## src/rtl/reg_writeback_unit_if.sv

```systemverilog
// Write-back bus bundle: ALU/load result inputs, data-memory read port,
// register-file write port and the busy scoreboard.
interface reg_writeback_unit_if #(parameter int NREG = 8);
  logic            alu_valid;
  logic [2:0]      alu_dest;
  logic [7:0]      alu_data;
  logic            alu_ready;
  logic            ld_valid;
  logic [2:0]      ld_dest;
  logic [3:0]      ld_addr;
  logic            ld_ready;
  logic            dm_rd_en;
  logic [3:0]      dm_addr;
  logic [7:0]      dm_rdata;
  logic            rf_write;
  logic [2:0]      rf_wr_addr;
  logic [7:0]      rf_wr_data;
  logic [NREG-1:0] busy;

  modport slave (
    input  alu_valid, alu_dest, alu_data, ld_valid, ld_dest, ld_addr, dm_rdata,
    output alu_ready, ld_ready, dm_rd_en, dm_addr, rf_write, rf_wr_addr, rf_wr_data, busy
  );
  modport master (
    output alu_valid, alu_dest, alu_data, ld_valid, ld_dest, ld_addr, dm_rdata,
    input  alu_ready, ld_ready, dm_rd_en, dm_addr, rf_write, rf_wr_addr, rf_wr_data, busy
  );
endinterface

```

## src/rtl/reg_writeback_unit.sv

```systemverilog
// Queues ALU and load results and drains them one per cycle into the
// register-file write port, tracking pending destinations in a busy scoreboard.
module reg_writeback_unit #(
  parameter int DEPTH = 4,
  parameter int NREG  = 8
) (
  input  logic                 clk,
  input  logic                 reset,
  reg_writeback_unit_if.slave  bus
);
  localparam int PW = $clog2(DEPTH);
  localparam int CW = PW + 1;

  logic [2:0]      r_q_dest [DEPTH];
  logic [7:0]      r_q_data [DEPTH];
  logic [PW-1:0]   r_wr_ptr, r_rd_ptr;
  logic [CW-1:0]   r_count;
  logic            r_ld_inflight;
  logic [2:0]      r_ld_dest;
  logic            r_dm_rd_en;
  logic [3:0]      r_dm_addr;
  logic            r_rf_write;
  logic [2:0]      r_rf_wr_addr;
  logic [7:0]      r_rf_wr_data;
  logic [NREG-1:0] r_busy;

  logic [CW-1:0]   w_free;
  logic            w_alu_acc, w_ld_acc, w_push, w_pop;
  logic [2:0]      w_push_dest;
  logic [7:0]      w_push_data;
  logic [NREG-1:0] w_busy_nxt;

  // In-flight load reserves its queue slot so it can always land next cycle
  assign w_free        = CW'(DEPTH) - r_count - CW'(r_ld_inflight);
  assign bus.alu_ready = (w_free != '0) && !r_busy[bus.alu_dest] && !r_ld_inflight;
  assign bus.ld_ready  = (w_free != '0) && !r_busy[bus.ld_dest] && !bus.alu_valid
                         && !r_ld_inflight;
  assign w_alu_acc     = bus.alu_valid && bus.alu_ready;
  assign w_ld_acc      = bus.ld_valid && bus.ld_ready;

  // alu_ready is low while a load is in flight, so the two push sources never collide
  assign w_push      = w_alu_acc || r_ld_inflight;
  assign w_push_dest = r_ld_inflight ? r_ld_dest : bus.alu_dest;
  assign w_push_data = r_ld_inflight ? bus.dm_rdata : bus.alu_data;
  assign w_pop       = (r_count != '0);

  always_comb begin
    w_busy_nxt = r_busy;
    if (r_rf_write) w_busy_nxt[r_rf_wr_addr] = 1'b0;
    if (w_alu_acc)  w_busy_nxt[bus.alu_dest] = 1'b1;
    if (w_ld_acc)   w_busy_nxt[bus.ld_dest]  = 1'b1;
  end

  always_ff @(posedge clk) begin
    if (w_push) begin
      r_q_dest[r_wr_ptr] <= w_push_dest;
      r_q_data[r_wr_ptr] <= w_push_data;
    end
  end

  always_ff @(posedge clk or posedge reset) begin
    if (reset) begin
      r_wr_ptr      <= '0;
      r_rd_ptr      <= '0;
      r_count       <= '0;
      r_ld_inflight <= 1'b0;
      r_ld_dest     <= '0;
      r_dm_rd_en    <= 1'b0;
      r_dm_addr     <= '0;
      r_rf_write    <= 1'b0;
      r_rf_wr_addr  <= '0;
      r_rf_wr_data  <= '0;
      r_busy        <= '0;
    end else begin
      r_busy        <= w_busy_nxt;
      r_ld_inflight <= w_ld_acc;
      r_dm_rd_en    <= w_ld_acc;
      if (w_ld_acc) begin
        r_dm_addr <= bus.ld_addr;
        r_ld_dest <= bus.ld_dest;
      end
      if (w_push) r_wr_ptr <= r_wr_ptr + PW'(1);
      if (w_pop)  r_rd_ptr <= r_rd_ptr + PW'(1);
      r_count    <= r_count + CW'(w_push) - CW'(w_pop);
      r_rf_write <= w_pop;
      if (w_pop) begin
        r_rf_wr_addr <= r_q_dest[r_rd_ptr];
        r_rf_wr_data <= r_q_data[r_rd_ptr];
      end
    end
  end

  assign bus.dm_rd_en   = r_dm_rd_en;
  assign bus.dm_addr    = r_dm_addr;
  assign bus.rf_write   = r_rf_write;
  assign bus.rf_wr_addr = r_rf_wr_addr;
  assign bus.rf_wr_data = r_rf_wr_data;
  assign bus.busy       = r_busy;
endmodule
```

## src/flat_wrapper.sv

```systemverilog
// flat-port wrapper written by rule: the top's interface ports become plain ports
module reg_writeback_unit_flat 
#(
  parameter int DEPTH = 4,
  parameter int NREG  = 8
)
  (clk, reset, bus_alu_valid, bus_alu_dest, bus_alu_data, bus_ld_valid, bus_ld_dest, bus_ld_addr, bus_dm_rdata, bus_alu_ready, bus_ld_ready, bus_dm_rd_en, bus_dm_addr, bus_rf_write, bus_rf_wr_addr, bus_rf_wr_data, bus_busy);
  reg_writeback_unit_if #(.NREG(NREG)) bus_i ();
  input  logic clk;
  input  logic reset;
  input wire logic [$bits(bus_i.alu_valid)-1:0] bus_alu_valid;
  input wire logic [$bits(bus_i.alu_dest)-1:0] bus_alu_dest;
  input wire logic [$bits(bus_i.alu_data)-1:0] bus_alu_data;
  input wire logic [$bits(bus_i.ld_valid)-1:0] bus_ld_valid;
  input wire logic [$bits(bus_i.ld_dest)-1:0] bus_ld_dest;
  input wire logic [$bits(bus_i.ld_addr)-1:0] bus_ld_addr;
  input wire logic [$bits(bus_i.dm_rdata)-1:0] bus_dm_rdata;
  output wire logic [$bits(bus_i.alu_ready)-1:0] bus_alu_ready;
  output wire logic [$bits(bus_i.ld_ready)-1:0] bus_ld_ready;
  output wire logic [$bits(bus_i.dm_rd_en)-1:0] bus_dm_rd_en;
  output wire logic [$bits(bus_i.dm_addr)-1:0] bus_dm_addr;
  output wire logic [$bits(bus_i.rf_write)-1:0] bus_rf_write;
  output wire logic [$bits(bus_i.rf_wr_addr)-1:0] bus_rf_wr_addr;
  output wire logic [$bits(bus_i.rf_wr_data)-1:0] bus_rf_wr_data;
  output wire logic [$bits(bus_i.busy)-1:0] bus_busy;
  assign bus_i.alu_valid = bus_alu_valid;
  assign bus_i.alu_dest = bus_alu_dest;
  assign bus_i.alu_data = bus_alu_data;
  assign bus_i.ld_valid = bus_ld_valid;
  assign bus_i.ld_dest = bus_ld_dest;
  assign bus_i.ld_addr = bus_ld_addr;
  assign bus_i.dm_rdata = bus_dm_rdata;
  assign bus_alu_ready = bus_i.alu_ready;
  assign bus_ld_ready = bus_i.ld_ready;
  assign bus_dm_rd_en = bus_i.dm_rd_en;
  assign bus_dm_addr = bus_i.dm_addr;
  assign bus_rf_write = bus_i.rf_write;
  assign bus_rf_wr_addr = bus_i.rf_wr_addr;
  assign bus_rf_wr_data = bus_i.rf_wr_data;
  assign bus_busy = bus_i.busy;
  reg_writeback_unit #(.DEPTH(DEPTH), .NREG(NREG)) u_core (.clk(clk), .reset(reset), .bus(bus_i));
endmodule
```

## config.mk

```make
export PLATFORM = sky130hd
export DESIGN_NAME = reg_writeback_unit_flat
export DESIGN_NICKNAME = d
export VERILOG_FILES = /design/src/rtl/reg_writeback_unit_if.sv /design/src/rtl/reg_writeback_unit.sv /design/src/flat_wrapper.sv
export SDC_FILE = /design/constraint.sdc
export NUM_CORES = 1
export LEC_CHECK = 0
export CAP_MARGIN = 20
export CORE_MARGIN = 2
export CORE_UTILIZATION = 45
export DETAILED_ROUTE_END_ITERATION = 8
export PLACE_DENSITY = 0.77
export SLEW_MARGIN = 20
export SYNTH_ARGS = -nofsm -noshare
export SYNTH_HDL_FRONTEND = slang
export SYNTH_SLANG_ARGS = --single-unit
```

## constraint.sdc

```tcl
create_clock -name clk -period 3.21 [get_ports clk]
set_clock_uncertainty 0.2 [all_clocks]
set_input_delay 0.642 -clock clk [delete_from_list [all_inputs] [get_ports clk]]
set_output_delay 0.642 -clock clk [all_outputs]
set_load 0.02 [all_outputs]
```

==> summary.md, run 1 <==
| Metric | Value |
|---|---|
| Initial drt markers | `132` |
| Area Overhead vs Synth | `29.42%` |
| Placed Area | `0.004354 mm2` |
| CP Class | `in -> out` |
| Setup Viol. Count Final | `0` |
| Worst-Skew Late Latency | `0.33 ns` |
| CTS tree | `done` |
| Syn_area_per_cell | `15.63 um2` |
| Vias | `2221` |
| Grt total ovfl | `0` |
| Nets | `346` |
| Diodes inserted | `0` |
| Die Wd | `92.41 um` |
| Global placement routability congestion | `0.8660` |
| Core ar. | `0.007647 mm2` |
| Arr. time, crit path | `2.12 ns` |
| First-pass GRT wire length | `11790 um` |
| Non-Filler Instances | `414` |
| Global Route Usage Sum | `18.23%` |
| Largest net degree at the start of global routing | `36` |
| Post-synthesis compound-gate area fraction | `5.407%` |
| Mux contribution to synthesized area | `18.82%` |
| Syn Nets | `264` |
| Xor/xnor share of the synthesized area | `1.494%` |
| Status | `finished, final reports clean` |
| Post-Route WL | `7145 um` |
| Mapped Area | `0.003517 mm2` |
| Top post-synthesis cells by area | `edfxtp_1 (38%), dfrtp_1 (25%), mux2_2 (9.0%)` |
| DP HPWL | `4854 um` |
| Synth Area in Simple Gates | `5.443%` |
| Worst r2r path cells | `10` |
| Most used DFF post-synth | `edfxtp_1` |
| Vias per std cell | `5.365` |
| Max frequency | `337.2 MHz` |
| Clock power share | `16.7%` |
| Bufs on Longest Clock Path | `2` |
| Pint | `2.815 mW` |
| CTS clock-pin slew for the worst setup and hold paths | `0.08 ns` |
| Design area | `0.004552 mm2` |
| Area share of the largest cell type after synthesis | `37.57%` |
| Postcts setup bufs | `0` |
| Chip height | `92.41 um` |
| Post-Synth Adder-Cell Area | `3.415%` |
| Initial antenna violation count | `0` |
| Root Buffer | `clkbuf_8` |
| Nature of the critical path startpoint | `input pin` |
| Post-synth EDFFs | `44` |
| Worst min path class | `reg -> reg` |
| Mapped Cells | `225` |
| CP max FO | `2` |
| H-tree lvl count | `3` |
| I/O Pins | `57` |
| Hold Path Cell Cnt | `1` |
| CTS buffer count | `9` |
| Share of cells above drive strength 1 | `27.56%` |
| Detail Route Antenna Nets | `0` |
| DRT Pass-1 Iters | `4` |
| Power Dens Cells | `948.6 mW/mm2` |
| Rows | `32` |
| RSZ-0062 raised after global routing | `false` |
| Synth area leader | `edfxtp_1` |
| Ys async rst share | `44.30%` |
| Final Max Tran Viols | `0` |
| Worst rel slew slack | `45.98%` |
| Register Area | `0.002197 mm2` |
| Fillers | `610` |
| Yosys warnings | `0` |
| Most common cell in the netlist | `edfxtp_1` |
| Wire length per cell | `17.26 um` |
| Starting Density | `45.99%` |
| Fin. Hold Viols | `0` |
| I/O Buffers | `56` |
| Comb power frac | `42.0%` |
| Max_cap viols | `0` |
| Final period util | `92.38%` |
| Crit. End Element | `primary output` |
| Die ar. | `0.008539 mm2` |
| Drt drc | `0` |
| CP Data Required Time | `2.37 ns` |
| Most common library cells after synthesis | `edfxtp_1 (44), dfrtp_1 (35), mux2_2 (28), inv_1 (15), mux4_2 (12)` |
| Worst slew pin tran | `0.8102 ns` |
| Sw Ratio | `34.81%` |
| Final min period | `2.965 ns` |
| Placed cells | `398` |
| Largest family of logic cells by synthesized area | `multiplexers` |
| Static leakage | `1.758 nW` |
| Peak VDD IR | `0.0003392 V` |
| Distinct cells, synth | `43` |
| Seq cells post-synth | `79` |
| Net Switching | `1.503 mW` |
| CTS sink cnt | `79` |
| Vias in the first global route | `2344` |
| Flop pwr share | `41.4%` |
| Multi-input logic area | `0.001225 mm2` |
| Seq/Total Area, Yosys | `62.47%` |
[path summary, 6_finish.rpt]
| kind | startpoint | endpoint | slack, ns |
|---|---|---|---|
| min reg2reg | u_core.r_ld_dest[1] | u_core.r_ld_dest[1] | 0.31 |
| min | u_core.r_ld_dest[1] | u_core.r_ld_dest[1] | 0.31 |
| min in group asynchronous | reset | u_core.bus.rf_wr_data[0] | 0.51 |
| max reg2reg | u_core.bus.busy[5] | u_core.r_count[2] | 0.63 |
| max in group asynchronous | reset | u_core.bus.rf_wr_addr[1] | 1.96 |
| max | bus_ld_dest[2] | bus_ld_ready | 0.24 |
[stage by stage]
step | worst slack (ns) | utilization, % | setup TNS, ns | power (mW) | hold slack, ns
finish | 0.2447 | 59.52 | 0 | 4.318 | 0.3056
global route | 0.1529 | 59.52 | 0 | 4.596 | 0.3221
CTS | 0.2426 | 59.52 | 0 | 4.361 | 0.2974
detailed placement | -0.3527 | 56.94 | -1.085 | 3.631 | 0.2765
global placement | -0.3255 | 56.94 | -0.6190 | 3.577 | 0.2690
floorplan | 0.06232 | - | 0 | 2.876 | 0.2572
[power by group through the flow]
stage,Sequential [mW],Clock [mW],Combinational (mW)
floorplan,1.86,0,1.02
global placement,1.80,0,1.78
detailed placement,1.81,0,1.82
CTS,1.79,0.739,1.83
global route,1.84,0.785,1.97
finish,1.79,0.719,1.81
[routing by layer]
| layer | share of wire (%) | up-vias | track usage [%] | wire length [um] |
|---|---|---|---|---|
| met4 | 1.7 | 0 | 7.338 | 119 |
| met2 | 52 | 41 | 29.99 | 3693 |
| met5 | 0 | - | 0 | 0 |
| met3 | 3.0 | 8 | 3.011 | 217 |
| met1 | 44 | 1156 | 24.32 | 3115 |
| li1 | - | 1016 | - | - |
[cell families (layout without fill, tap and decap cells)]
| group | Yosys count | count (layout) |
|---|---|---|
| DFF | 79 | 79 |
| muxes | 47 | 47 |
| and+or+nand+nor | 34 | 34 |
| AOI/OAI and AO/OA | 26 | 26 |
| buffers and inverters | 24 | 111 |
| adders and majority gates | 9 | 9 |
| xor gates and xnor gates | 6 | 6 |
[cell type report]
type	instances	area share [%]
Sequential cell	79	48.27
Clock inverter	6	1.484
Inverter	15	1.237
Tap cell	102	2.804
Clock buffer	10	2.804
Timing Repair Buffer	80	16.49
Multi-Input combinational cell	122	26.91
[worst max-delay path, cell delays in order]
cell and delay [ns]:
clkdlybuf4s50_1 0.51, mux4_2 0.51, and2_1 0.15, dlygate4sd2_1 0.31
[placed cells by master (no fill, tap or decap), types with 5 or more instances in the layout]
master	synthesis	final
buf_4	1	23
clkbuf_8	0	9
clkdlybuf4s50_1	0	52
dfrtp_1	35	35
edfxtp_1	44	44
ha_1	8	8
inv_1	15	15
mux2_2	28	28
mux2i_1	5	5
mux4_2	12	12
nand2_1	8	8
nor2b_1	7	7
xnor2_1	5	5
[sequential cells by signal (all words and copies together), names as in the netlist]
signal,flops
u_core.r_q_data,32
u_core.r_q_dest,12
u_core.bus.busy,8
u_core.bus.rf_wr_data,8
u_core.bus.dm_addr,4
u_core.bus.rf_wr_addr,3
u_core.r_count,3
u_core.r_ld_dest,3
u_core.r_rd_ptr,2
u_core.r_wr_ptr,2
u_core.bus.rf_write,1
u_core.r_ld_inflight,1
[repair_timing]
action | 4_1_cts | 5_1_grt
endpoints found under the setup margin | 2 | 0
resized for setup | 7 | 0
hold buffers | 0 | 0
Power figures use the tool's default switching activity.
==> inputs of run 2 (changes only) <==
CELL_PAD_IN_SITES_DETAIL_PLACEMENT = 0   (was default)
CELL_PAD_IN_SITES_GLOBAL_PLACEMENT = 2   (was default)
CORE_UTILIZATION = 34   (was 45)
PLACE_DENSITY = 0.8   (was 0.77)
==> summary.md, run 2 (same netlist as run 1, synthesis figures left out) <==
| Metric | Value |
|---|---|
| CP Data Required Time | `2.37 ns (about the same)` |
| Crit-path max cell delay | `0.48 ns (was 0.51 ns)` |
| Slowest library cell on the worst path | `mux4_2 (was clkdlybuf4s50_1)` |
| Non-Filler Instances | `454 (was 414)` |
| Placed Area | `0.004422 mm2 (was 0.004354 mm2)` |
| Vias | `2168 (was 2221)` |
| Final Max Tran Viols | `0 (unchanged)` |
| DRT Pass-1 Iters | `4 (unchanged)` |
| Hold Path Cell Cnt | `1 (unchanged)` |
| Pint | `2.844 mW (was 2.815 mW)` |
| Die Wd | `105.7 um (was 92.41 um)` |
| Status | `finished, final reports clean (unchanged)` |
| Root Buffer | `clkbuf_8 (unchanged)` |
| CTS clock-pin slew for the worst setup and hold paths | `0.08 ns (about the same)` |
| Global placement routability congestion | `0.7761 (was 0.8660)` |
| DP HPWL | `5005 um (was 4854 um)` |
| Power Dens Cells | `940.0 mW/mm2 (was 948.6 mW/mm2)` |
| Largest net degree at the start of global routing | `36 (unchanged)` |
| Max FFs per register | `32 (unchanged)` |
| Worst-Skew Late Latency | `0.35 ns (was 0.33 ns)` |
| Worst rel slew slack | `47.33% (was 45.98%)` |
| Arr. time, crit path | `2.28 ns (was 2.12 ns)` |
| CTS tree | `done (unchanged)` |
| First-pass GRT wire length | `11520 um (was 11790 um)` |
| Design area | `0.004638 mm2 (was 0.004552 mm2)` |
| Largest regs | `u_core.r_q_data: 32 flops, u_core.r_q_dest: 12 flops (unchanged)` |
| Final period util | `97.31% (was 92.38%)` |
| Worst path top cell family by delay | `buffers and inverters (unchanged)` |
| Flop pwr share | `40.8% (was 41.4%)` |
| RSZ-0062 raised after global routing | `false (unchanged)` |
| CP max FO | `7 (was 2)` |
| Clock power share | `17.5% (was 16.7%)` |
| Crit path depth | `6 (was 4)` |
| CTS buffer count | `9 (unchanged)` |
| Net Switching | `1.516 mW (was 1.503 mW)` |
| Bufs on Longest Clock Path | `2 (unchanged)` |
| Nets | `352 (was 346)` |
| Diodes inserted | `0 (unchanged)` |
| Most common cell after layout, fill and taps aside | `clkdlybuf4s50_1 (unchanged)` |
| Fin. Hold Viols | `0 (unchanged)` |
| Core ar. | `0.01018 mm2 (was 0.007647 mm2)` |
| Peak VDD IR | `0.0003181 V (was 0.0003392 V)` |
| Nature of the critical path startpoint | `input pin (unchanged)` |
| Rows | `37 (was 32)` |
| Static leakage | `1.790 nW (was 1.758 nW)` |
| Worst min path class | `reg -> reg (unchanged)` |
| Wire length per cell | `15.39 um (was 17.26 um)` |
| Die ar. | `0.01117 mm2 (was 0.008539 mm2)` |
| Grt total ovfl | `0 (unchanged)` |
| Drt drc | `0 (unchanged)` |
| I/O Buffers | `56 (unchanged)` |
| I/O Pins | `57 (unchanged)` |
| Area Overhead vs Synth | `31.87% (was 29.42%)` |
| Starting Density | `34.53% (was 45.99%)` |
| Initial drt markers | `113 (was 132)` |
| Max frequency | `320.1 MHz (was 337.2 MHz)` |
| Placed cells | `437 (was 398)` |
| Setup Viol. Count Final | `0 (unchanged)` |
| Placement Setup Slack | `-0.4422 ns (was -0.3527 ns)` |
| Worst slew pin tran | `0.7900 ns (was 0.8102 ns)` |
| Worst path bufs/invs | `3 (was 2)` |
| Post-Route WL | `6988 um (was 7145 um)` |
| Most frequent cells in the layout | `clkdlybuf4s50_1 (53), edfxtp_1 (44), dfrtp_1 (35) (was clkdlybuf4s50_1 (52), edfxtp_1 (44), dfrtp_1 (35))` |
| CTS sink cnt | `79 (unchanged)` |
| Chip height | `105.7 um (was 92.41 um)` |
| Final min period | `3.124 ns (was 2.965 ns)` |
| H-tree lvl count | `3 (unchanged)` |
| Fillers | `934 (was 610)` |
| Top reg by flops | `u_core.r_q_data (unchanged)` |
| CP Cell Sequence | `clkdlybuf4s50_1 -> buf_4 -> mux2i_1 -> mux4_2 -> and2_1 -> dlygate4sd2_1 (was clkdlybuf4s50_1 -> mux4_2 -> and2_1 -> dlygate4sd2_1)` |
| Sw Ratio | `34.77% (was 34.81%)` |
| Initial antenna violation count | `0 (unchanged)` |
| Detail Route Antenna Nets | `0 (unchanged)` |
| Global Route Usage Sum | `13.25% (was 18.23%)` |
| Comb power frac | `41.7% (was 42.0%)` |
| Worst r2r path cells | `11 (was 10)` |
| CP Class | `in -> out (unchanged)` |
| Share of cells above drive strength 1 | `28.93% (was 27.56%)` |
| Vias in the first global route | `2289 (was 2344)` |
| Vias per std cell | `4.775 (was 5.365)` |
| Final WS setup | `0.08620 ns (was 0.2447 ns)` |
| Max_cap viols | `0 (unchanged)` |
| Crit. End Element | `primary output (unchanged)` |
==> run 2: changes by cell type in the layout (fill, tap and decap cells not counted), sizes merged <==
cell | previous run | this run
buf | 24 | 30
inv | 17 | 19
clkbuf | 10 | 9
clkdlybuf4s50 | 52 | 53
clkinvlp | 2 | 1
dlygate4sd2 | 3 | 2
==> run 2: worst paths after layout <==
check,start,slack [ns],end
worst max-delay path,bus_ld_dest[1],0.09,bus_ld_ready
max in group asynchronous,reset,1.98,u_core.bus.rf_wr_addr[1]
worst max register to register,u_core.bus.busy[5],0.57,u_core.r_count[2]
worst min register to register,u_core.r_ld_dest[1],0.30,u_core.r_ld_dest[1]
worst min-delay path,u_core.r_ld_dest[1],0.30,u_core.r_ld_dest[1]
min in group asynchronous,reset,0.50,u_core.r_ld_inflight
==> run 2: power by group through the flow <==
| stage | logic [mW] | clock network, mW | registers, mW |
|---|---|---|---|
| floorplan | 1.02 | 0 | 1.86 |
| CTS | 1.85 | 0.790 | 1.79 |
| detailed placement | 1.85 | 0 | 1.81 |
| finish | 1.82 | 0.763 | 1.78 |
| global placement | 1.82 | 0 | 1.80 |
| global route | 1.99 | 0.827 | 1.82 |
==> run 2: metal layers <==
layer	GRT usage, %	vias up	share of wire, %
li1	-	1028	-
met1	16.94	1092	45
met2	22.63	37	50
met3	2.721	11	2.8
met4	4.135	0	1.7
met5	0	-	0
==> run 2: stage by stage <==
step           TNS (ns)  hold WS (ns)  utilization [%]  total power, mW
2_1_floorplan         0        0.2572                -            2.876
3_3_place_gp     -1.719        0.2682            43.42            3.619
3_5_place_dp     -5.590        0.2727            43.42            3.652
4_1_cts               0        0.2958            45.54            4.426
5_1_grt               0        0.3145            45.54            4.643
6_report              0        0.2959            45.54            4.360
==> run 2: area by class of cell <==
class / count / area (um2) / share of cell area (%)
multi-input combinational: 122 / 1220 / 26.30
timing repair buffer: 86 / 784.5 / 16.91
sequential: 79 / 2197 / 47.37
tap: 136 / 170.2 / 3.669
clock inverter: 7 / 86.33 / 1.861
inverter: 15 / 56.30 / 1.214
clock buffer: 9 / 123.9 / 2.671
==> run 2: repair_timing <==
action / 4_1_cts / 5_1_grt
hold buffers: 0 / 0
gates resized for setup: 5 / 0
setup buffers: 1 / 0
endpoints found under the setup margin: 2 / 0
==> inputs of run 3 (changes only) <==
--- a/config.mk
+++ b/config.mk
@@ -6,11 +6,11 @@
 export NUM_CORES = 1
 export LEC_CHECK = 0
+export ABC_AREA = 1
 export CAP_MARGIN = 20
 export CELL_PAD_IN_SITES_DETAIL_PLACEMENT = 0
 export CELL_PAD_IN_SITES_GLOBAL_PLACEMENT = 2
-export CORE_MARGIN = 2
-export CORE_UTILIZATION = 34
+export CORE_UTILIZATION = 30
 export DETAILED_ROUTE_END_ITERATION = 8
-export PLACE_DENSITY = 0.8
+export PLACE_DENSITY = 0.81
 export SLEW_MARGIN = 20
 export SYNTH_ARGS = -nofsm -noshare
==> constraint.sdc (replaced) <==
create_clock -name clk -period 3.21 [get_ports clk]
set_clock_uncertainty 0.2 [all_clocks]
set_input_delay 0.8025 -clock clk [delete_from_list [all_inputs] [get_ports clk]]
set_output_delay 0.8025 -clock clk [all_outputs]
set_load 0.02 [all_outputs]
==> summary.md, run 3 <==
| Metric | Value |
|---|---|
| I/O Pins | `57 (unchanged)` |
| Root Buffer | `clkbuf_16 (was clkbuf_8)` |
| Chip height | `113.4 um (was 105.7 um)` |
| Largest family of logic cells by synthesized area | `simple AND/OR/NAND/NOR gates (was multiplexers)` |
| Final min period | `3.056 ns (was 3.124 ns)` |
| Placed Area | `0.004617 mm2 (was 0.004422 mm2)` |
| Worst Setup EP | `bus_ld_ready (unchanged)` |
| Die ar. | `0.01285 mm2 (was 0.01117 mm2)` |
| Distinct cells, synth | `34 (was 43)` |
| Vias in the first global route | `2677 (was 2289)` |
| Drt drc | `0 (unchanged)` |
| Worst rel slew slack | `59.55% (was 47.33%)` |
| Hold-fix buffers, CTS | `0 (unchanged)` |
| CTS clock-pin slew for the worst setup and hold paths | `0.06 ns (was 0.08 ns)` |
| Top post-synthesis cells by area | `edfxtp_1 (36%), dfrtp_1 (24%), nand2_1 (8.2%) (was edfxtp_1 (38%), dfrtp_1 (25%), mux2_2 (9.0%))` |
| Final Max Tran Viols | `0 (unchanged)` |
| Fin. Hold Viols | `0 (unchanged)` |
| RSZ-0062 raised after global routing | `false (unchanged)` |
| Peak VDD IR | `0.0003470 V (was 0.0003181 V)` |
| Initial antenna violation count | `0 (unchanged)` |
| Max FFs per register | `32 (unchanged)` |
| Most frequent cells in the layout | `nand2_1 (81), nor2_1 (80), clkdlybuf4s50_1 (52) (was clkdlybuf4s50_1 (53), edfxtp_1 (44), dfrtp_1 (35))` |
| CP Data Required Time | `2.21 ns (was 2.37 ns)` |
| Synth area leader | `edfxtp_1 (unchanged)` |
| Largest net degree at the start of global routing | `36 (unchanged)` |
| CP Class | `in -> out (unchanged)` |
| Final period util | `95.19% (was 97.31%)` |
| H-tree lvl count | `3 (unchanged)` |
| Worst-Skew Late Latency | `0.33 ns (was 0.35 ns)` |
| Nature of the critical path startpoint | `input pin (unchanged)` |
| Mux contribution to synthesized area | `0.3026% (was 18.82%)` |
| CTS sink cnt | `79 (unchanged)` |
| Wire length per cell | `13.08 um (was 15.39 um)` |
| Critical Path Start | `bus_ld_dest[0] (was bus_ld_dest[1])` |
| Post-synth EDFFs | `44 (unchanged)` |
| Power Dens Cells | `931.1 mW/mm2 (was 940.0 mW/mm2)` |
| CTS buffer count | `9 (unchanged)` |
| Worst r2r path cells | `14 (was 11)` |
| Mapped Cells | `397 (was 225)` |
| Syn Nets | `436 (was 264)` |
| Grt total ovfl | `0 (unchanged)` |
| Global Route Usage Sum | `14.20% (was 13.25%)` |
| Most used DFF post-synth | `edfxtp_1 (unchanged)` |
| Nets | `515 (was 352)` |
| Area Overhead vs Synth | `32.25% (was 31.87%)` |
| Synth Area in Simple Gates | `22.26% (was 5.443%)` |
| Design area | `0.004921 mm2 (was 0.004638 mm2)` |
| Post-Route WL | `8489 um (was 6988 um)` |
| Post-synthesis compound-gate area fraction | `7.465% (was 5.407%)` |
| Most common cell after layout, fill and taps aside | `nand2_1 (was clkdlybuf4s50_1)` |
| RR Startpoint | `u_core.r_ld_inflight (was u_core.bus.busy[5])` |
| First-pass GRT wire length | `13680 um (was 11520 um)` |
| Mapped Area | `0.003721 mm2 (was 0.003517 mm2)` |
| Max frequency | `327.3 MHz (was 320.1 MHz)` |
| Diodes inserted | `0 (unchanged)` |
| Vias | `2793 (was 2168)` |
| Starting Density | `30.85% (was 34.53%)` |
| Ys async rst share | `44.30% (unchanged)` |
| Seq/Total Area, Yosys | `59.05% (was 62.47%)` |
| Max_cap viols | `0 (unchanged)` |
| Detail Route Antenna Nets | `0 (unchanged)` |
| CP max FO | `10 (was 7)` |
| Worst slew pin tran | `0.6060 ns (was 0.7900 ns)` |
| Seq cells post-synth | `79 (unchanged)` |
| Die Wd | `113.4 um (was 105.7 um)` |
| Syn_area_per_cell | `9.373 um2 (was 15.63 um2)` |
| DRT Pass-1 Iters | `4 (unchanged)` |
| Reg2Reg Setup Slack | `0.55 ns (was 0.57 ns)` |
| Non-Filler Instances | `649 (was 454)` |
| RR Endpoint | `u_core.r_count[2] (unchanged)` |
| Static leakage | `2.135 nW (was 1.790 nW)` |
| Area share of the largest cell type after synthesis | `35.51% (was 37.57%)` |
| Initial drt markers | `187 (was 113)` |
| Setup Viol. Count Final | `0 (unchanged)` |
| Crit. End Element | `primary output (unchanged)` |
| Rows | `40 (was 37)` |
| Bufs on Longest Clock Path | `2 (unchanged)` |
| Status | `finished, final reports clean (unchanged)` |
| CTS tree | `done (unchanged)` |
| Placed cells | `633 (was 437)` |
| Share of cells above drive strength 1 | `14.76% (was 28.93%)` |
| Core ar. | `0.01206 mm2 (was 0.01018 mm2)` |
| Global placement routability congestion | `0.8218 (was 0.7761)` |
| Yosys warnings | `0 (unchanged)` |
| DP HPWL | `6003 um (was 5005 um)` |
| Top reg by flops | `u_core.r_q_data (unchanged)` |
| Most common library cells after synthesis | `nand2_1 (81), nor2_1 (81), edfxtp_1 (44), dfrtp_1 (35), inv_1 (35) (was edfxtp_1 (44), dfrtp_1 (35), mux2_2 (28), inv_1 (15), mux4_2 (12))` |
| Vias per std cell | `4.304 (was 4.775)` |
| Xor/xnor share of the synthesized area | `0.9415% (was 1.494%)` |
| Worst hold margin | `0.2975 ns (was 0.2959 ns)` |
| Largest regs | `u_core.r_q_data: 32 flops, u_core.r_q_dest: 12 flops (unchanged)` |
| I/O Buffers | `56 (unchanged)` |
| Post-Synth Adder-Cell Area | `3.228% (was 3.415%)` |
| Worst min path class | `reg -> reg (unchanged)` |
| Arr. time, crit path | `2.05 ns (was 2.28 ns)` |
[run 3: changes by cell type after synthesis, sizes merged, moves of 6 or more]
cell   previous run  this run
nand2             8        90
mux4             12         0
nor2              2        84
mux2             30         1
inv              15        40
nor2b             7         0
nand3             2        12
nand4             1         8
a21oi             2         8
o21ai             4        30
[run 3: cell families (layout without fill, tap and decap cells)]
group	count (synthesis)	count (layout)
buffers and inverters	58	142
muxes	1	1
AOI/OAI and AO/OA	50	50
DFF	79	79
and+or+nand+nor	196	196
xor gates and xnor gates	4	4
adders and majority gates	9	9
[run 3: area by class of cell]
| type | instances | area [um2] |
|---|---|---|
| clock buffers | 9 | 225.2 |
| well taps | 168 | 210.2 |
| multi-input cells | 260 | 1281 |
| repair buffers | 84 | 762.0 |
| inverters | 42 | 166.4 |
| fillers | 1200 | 7141 |
| flip-flops and latches | 79 | 2197 |
| clock inverters | 7 | 78.83 |
[run 3: layer usage]
layer  vias up  track usage, %  wire length (um)
li1       1455               -                 -
met1      1287           18.55              4030
met2        48           23.48              4161
met3         3           2.976               258
met4         0           4.912                38
met5         -               0                 0
[run 3: critical path: stages]
cell             delay (ns)
clkdlybuf4s50_1        0.48
buf_6                  0.15
nand2_1                0.06
o211ai_1               0.10
nand3_2                0.15
nor2_8                 0.13
buf_2                  0.17
[run 3: worst min-delay path by stage]
stage / startpoint / to / depth (start not counted)
global placement: u_core.bus.dm_addr[3] / u_core.bus.dm_addr[3] / 2
finish: u_core.bus.dm_addr[0] / u_core.bus.dm_addr[0] / 2
floorplan: u_core.r_ld_dest[1] / u_core.r_ld_dest[1] / 2
CTS: u_core.bus.dm_addr[2] / u_core.bus.dm_addr[2] / 2
detailed placement: u_core.bus.dm_addr[2] / u_core.bus.dm_addr[2] / 2
global route: u_core.r_ld_dest[2] / u_core.r_ld_dest[2] / 2
[run 3: stage by stage]
stage          setup WS (ns)  utilization (%)  total power [mW]  setup TNS, ns
3_5_place_dp         -0.3999            38.28             3.621        -0.7726
3_3_place_gp         -0.3747            38.28             3.594        -0.7002
6_report              0.1543            40.80             4.582              0
2_1_floorplan         0.1258                -             2.860              0
5_1_grt              0.08113            40.80             4.936              0
4_1_cts              0.02638            40.82             4.655              0
[run 3: report_power, final]
part | leakage, nW | switching [mW] | internal (mW) | total, mW
clock network | 0.144 | 0.411 | 0.610 | 1.02
registers | 0.826 | 0.206 | 1.46 | 1.67
logic | 1.17 | 1.13 | 0.761 | 1.89
[run 3: timing repair]
action	in CTS	in global routing
buffers inserted	0	0
cloned	0	0
endpoints found under the setup margin	2	2
gates resized for setup	10	4
